**src/rtl/piso_pkg.sv**
```systemverilog
// Shared types and constants for the PISO serializer and its bit counter.
package piso_pkg;

  typedef enum logic {
    IDLE  = 1'b0,
    SHIFT = 1'b1
  } state_e;

  localparam bit SHIFT_MSB_FIRST = 1'b1;
  localparam bit SHIFT_LSB_FIRST = 1'b0;

endpackage

```
**src/rtl/piso_bit_counter.sv**
```systemverilog
// Load / decrement / terminal-count counter; holds at zero instead of wrapping.
module piso_bit_counter #(
  parameter  int WIDTH = 8,
  localparam int CW    = $clog2(WIDTH)
) (
  input  logic          clk,
  input  logic          rst,
  input  logic          load,
  input  logic          dec,
  output logic [CW-1:0] cnt,
  output logic          is_last
);

  logic [CW-1:0] cnt_q;
  logic [CW-1:0] cnt_d;

  always_comb begin
    cnt_d = cnt_q;
    if (load) begin
      cnt_d = CW'(WIDTH - 1);
    end else if (dec && (cnt_q != '0)) begin
      cnt_d = cnt_q - 1'b1;
    end
  end

  always_ff @(posedge clk or posedge rst) begin
    if (rst) begin
      cnt_q <= '0;
    end else begin
      cnt_q <= cnt_d;
    end
  end

  assign cnt     = cnt_q;
  assign is_last = (cnt_q == '0);

endmodule

```
**src/rtl/piso_serializer.sv**
```systemverilog
// Parallel-in/serial-out shifter with load handshake, stall and last-bit framing.
// Handshake: a word is taken on a rising edge where load_valid && load_ready;
// load_ready is combinational from shift_en so the next word lands on the last-bit cycle.
module piso_serializer
  import piso_pkg::*;
#(
  parameter int WIDTH      = 8,
  parameter bit MSB_FIRST  = SHIFT_MSB_FIRST,
  parameter bit IDLE_LEVEL = 1'b0
) (
  input  logic             clk,
  input  logic             rst,
  input  logic [WIDTH-1:0] data_in,
  input  logic             load_valid,
  output logic             load_ready,
  input  logic             shift_en,
  output logic             q_out,
  output logic             q_valid,
  output logic             last,
  output logic             busy
);

  state_e             state_q, state_d;
  logic [WIDTH-1:0]   shreg_q, shreg_d;
  logic               q_out_q, q_out_d;
  logic               accept;
  logic               advance;
  logic               is_last;
  logic [$clog2(WIDTH)-1:0] cnt;

  function automatic logic out_bit(input logic [WIDTH-1:0] s);
    return (MSB_FIRST == SHIFT_LSB_FIRST) ? s[0] : s[WIDTH-1];
  endfunction

  function automatic logic [WIDTH-1:0] shift_once(input logic [WIDTH-1:0] s);
    return (MSB_FIRST == SHIFT_LSB_FIRST) ? {1'b0, s[WIDTH-1:1]} : {s[WIDTH-2:0], 1'b0};
  endfunction

  assign advance    = (state_q == SHIFT) && shift_en;
  assign load_ready = (state_q == IDLE) || (advance && is_last);
  assign accept     = load_valid && load_ready;

  piso_bit_counter #(.WIDTH(WIDTH)) u_cnt (
    .clk     (clk),
    .rst     (rst),
    .load    (accept),
    .dec     (advance && !is_last),
    .cnt     (cnt),
    .is_last (is_last)
  );

  always_comb begin
    state_d = state_q;
    shreg_d = shreg_q;
    if (accept) begin
      state_d = SHIFT;
      shreg_d = data_in;
    end else if (advance) begin
      if (is_last) begin
        state_d = IDLE;
      end else begin
        shreg_d = shift_once(shreg_q);
      end
    end
    // q_out is registered from the next-cycle view so it lines up with q_valid.
    q_out_d = (state_d == SHIFT) ? out_bit(shreg_d) : IDLE_LEVEL;
  end

  always_ff @(posedge clk or posedge rst) begin
    if (rst) begin
      state_q <= IDLE;
      shreg_q <= '0;
      q_out_q <= IDLE_LEVEL;
    end else begin
      state_q <= state_d;
      shreg_q <= shreg_d;
      q_out_q <= q_out_d;
    end
  end

  assign q_out   = q_out_q;
  assign q_valid = (state_q == SHIFT);
  assign busy    = (state_q == SHIFT);
  assign last    = (state_q == SHIFT) && is_last && (cnt == '0);

endmodule

```
**config.mk**
```make
export PLATFORM = sky130hd
export DESIGN_NAME = piso_serializer
export DESIGN_NICKNAME = d
export VERILOG_FILES = /design/src/rtl/piso_pkg.sv /design/src/rtl/piso_bit_counter.sv /design/src/rtl/piso_serializer.sv
export SDC_FILE = /design/constraint.sdc
export NUM_CORES = 1
export LEC_CHECK = 0
export BUFFER_PORTS_ARGS = -buffer_cell sky130_fd_sc_hd__buf_2
export CORE_AREA = 2 2 52 54
export CTS_CLUSTER_DIAMETER = 100
export DETAILED_ROUTE_END_ITERATION = 7
export DIE_AREA = 0 0 54 56
export SLEW_MARGIN = 10
export SYNTH_ARGS = -nofsm -noshare
export SYNTH_HDL_FRONTEND = slang
export SYNTH_HIERARCHICAL = 1
export SYNTH_SLANG_ARGS = --single-unit
```
**constraint.sdc**
```tcl
create_clock -name clk -period 2.6 [get_ports clk]
set_input_delay 0.26 -clock clk [delete_from_list [all_inputs] [get_ports clk]]
set_output_delay 0.26 -clock clk [all_outputs]
set_load 0.03 [all_outputs]
```
==> impl_metrics.toml <==
[critical_path]
slowest_delay_ns = 0.40
cp_num_buf_inv = 2
path_class = "flip-flop to flip-flop"
cp_common_cell = "ha_1"
crit_slowest_cell = "dfrtp_1"
cp_cell_sequence = "inv_1, ha_1, ha_1, a21boi_2, nor2b_1, buf_4, mux2_2"
cp_top_family = "adder cells"
critPathLaunchType = "flip-flop"
critPathRequiredTime_ns = 2.75
setup.worst_path.end_class = "flip-flop"
path_max_fanout = 9
worst-endpoint-arrival_ns = 2.28

[synthesis]
ys_ff_latch = 13
syn_nets = 80
synth_cells = 66
yosys_warnings = 6
synthXorXnorAreaFrac_pct = 0
synth_top_family_by_area = "simple AND/OR/NAND/NOR gates"
synthAdderAreaFrac_pct = 3.62
synth_compound_area_share_pct = 17.7
synthSimpleGateAreaFrac_pct = 21.2
synth_ff_type = "dfrtp_1"
async_flop_share_pct = 100
synth_edf_count = 0
synth_area_um2 = 692
synth_mux_area_share_pct = 1.63
synth_area_per_cell_um2 = 10.5
ys_types = 25
yosysSeqAreaShare_pct = 47.0

[timing]
rsz0062_at_grt = "false"
fin_crit_sh_pct = 81.9
hold_viol = 0
fin_setup_tns_ns = 0
finalCriticalPeriod_ns = 2.13
slew_headroom_pct = 68.7
drv_slew = 0
setup_viol = 0
worst_pin_slew_ns = 0.468
timing.hold.ws_ns = 0.216
max_freq_ghz = 0.470
final.setup_skew_ns = 0.00852

[floorplanning]
top_level_ports = 17
dieArea_um2 = 3020
die_w_um = 54
num_rows = 18
core_um2 = 2430
die_height_um = 56
initial_utilization_pct = 28.4

[clock_tree]
path_clk_slew_ns = 0.08
cts_buffers = 3
post_cts_buffers = 0
clock_path_buffers = 2
cts.sinks = 13
insertion_delay_ns = 0.27
cts_tree = "done"
cts_root_buffer = "clkbuf_4"
cts_htree_levels = 1

[flow_run]
drv_cap = 0

[global_route]
grt-ovfl-total = 0
grt_max_degree = 12
grt.total_usage_pct = 10.8
grt_pass1_vias = 548
grt_pass1_wl_mm = 2.31
antenna_found_initial = 0

[placement]
detailed_place_hpwl_mm = 1.07
io_buffers = 16
place_congestion = 0.724

[finish]
final-seq-area_um2 = 325
fillCellCount = 251
final_cell_mix = "buf_2 (16), dfrtp_1 (13), inv_1 (10)"
layout.nets = 100
multi_input_area_um2 = 305
final_common_cell = "buf_2"
synthToLayoutAreaGrowth_pct = 19.9
drive_above_1_share_pct = 27.1
n_antenna_cell = 0
post-route-util_pct = 34.1

[worst_hold_path]
hold_path.class = "input pin to flip-flop"

[drt]
drc = 0
final_antenna_net_count = 0
dr.pass1.iters = 4
wirelength_mm = 1.40
vias = 538
drt_iter0_drc = 5
wl_per_cell_um = 12.1
viasPerCell = 4.68

[pwr]
p_leak_nw = 0.437
power.total_uw = 695
power_density_nw_per_um2 = 838
peakVddDrop_mv = 0.324

[status]
status = "complete, no violations"
registers in the layout, indices dropped and copies added (netlist names):
name and flops:
q_out 1, u_cnt/cnt 3, shreg_q 8, busy 1
through the flow:
| stage | std cells | area (µm²) | setup WS, ns |
|---|---|---|---|
| final | 115 | 830 | 0.471 |
| after global placement | 110 | 793 | 0.576 |
| after global routing | 115 | 830 | 0.297 |
| after detailed placement | 110 | 793 | 0.483 |
| after CTS | 115 | 830 | 0.463 |
| after floorplan | 66 | 692 | 0.533 |
per-layer routing:
layer  global-route usage [%]  part of all wire [%]  up-vias
li1                         -                     -      271
met1                     12.6                    45      253
met2                     16.7                    50       12
met3                     2.42                   3.5        2
met4                     7.50                   1.4        0
met5                        0                     0        -
cells by family after synthesis:
group / count (synthesis)
buf+inv: 13
compound gates: 15
mux: 1
simple gates: 22
flops: 13
fa+ha+maj: 2
cell type report:
type / instances / area share [%]
flip-flops and latches: 13 / 39.2
multi-input cells: 40 / 36.8
repair buffers: 18 / 11.8
inverters: 10 / 4.52
well taps: 30 / 4.52
clock buffers: 4 / 3.17
final timing paths:
path	to	slack (ns)	depth (start not counted)	startpoint
min in group asynchronous	u_cnt/cnt[0]	0.40	3	rst
setup / recovery	shreg_q[0]	0.47	7	u_cnt/cnt[0]
hold / removal	shreg_q[6]	0.22	2	data_in[6]
max in group asynchronous	shreg_q[3]	1.77	3	rst
hold reg to reg	shreg_q[4]	0.51	1	shreg_q[4]
setup reg to reg	shreg_q[0]	0.47	7	u_cnt/cnt[0]
cells in the mapped netlist (2+ instances only):
cell type   n  share of area, %
dfrtp_1    13                47
inv_1      10               5.4
a221o_1     6               8.7
and2_1      6               5.4
a21oi_1     3               2.2
nor2_1      3               1.6
nor2b_1     3               2.7
o22ai_1     3               2.7
and4bb_1    2               3.6
ha_1        2               3.6
power breakdown:
group	switching, mW	total (mW)	internal, mW
sequential	0.0452	0.320	0.275
combinational	0.129	0.253	0.124
clock	0.0628	0.122	0.0594
what timing repair did:
action / 4_1_cts / 5_1_grt
hold endpoints to repair: 13 / 0
hold buffers: 1 / 0
gates resized for setup: 0 / 0
worst register-to-register path, delay by kind of cell (launching register included):
| family | cells | cell delay (ns) |
|---|---|---|
| mux | 1 | 0.34 |
| buf+inv | 2 | 0.32 |
| flops | 1 | 0.40 |
| compound gates | 1 | 0.11 |
| fa+ha+maj | 2 | 0.47 |
| simple gates | 1 | 0.40 |
No activity file was read; power rests on OpenSTA's default activity.
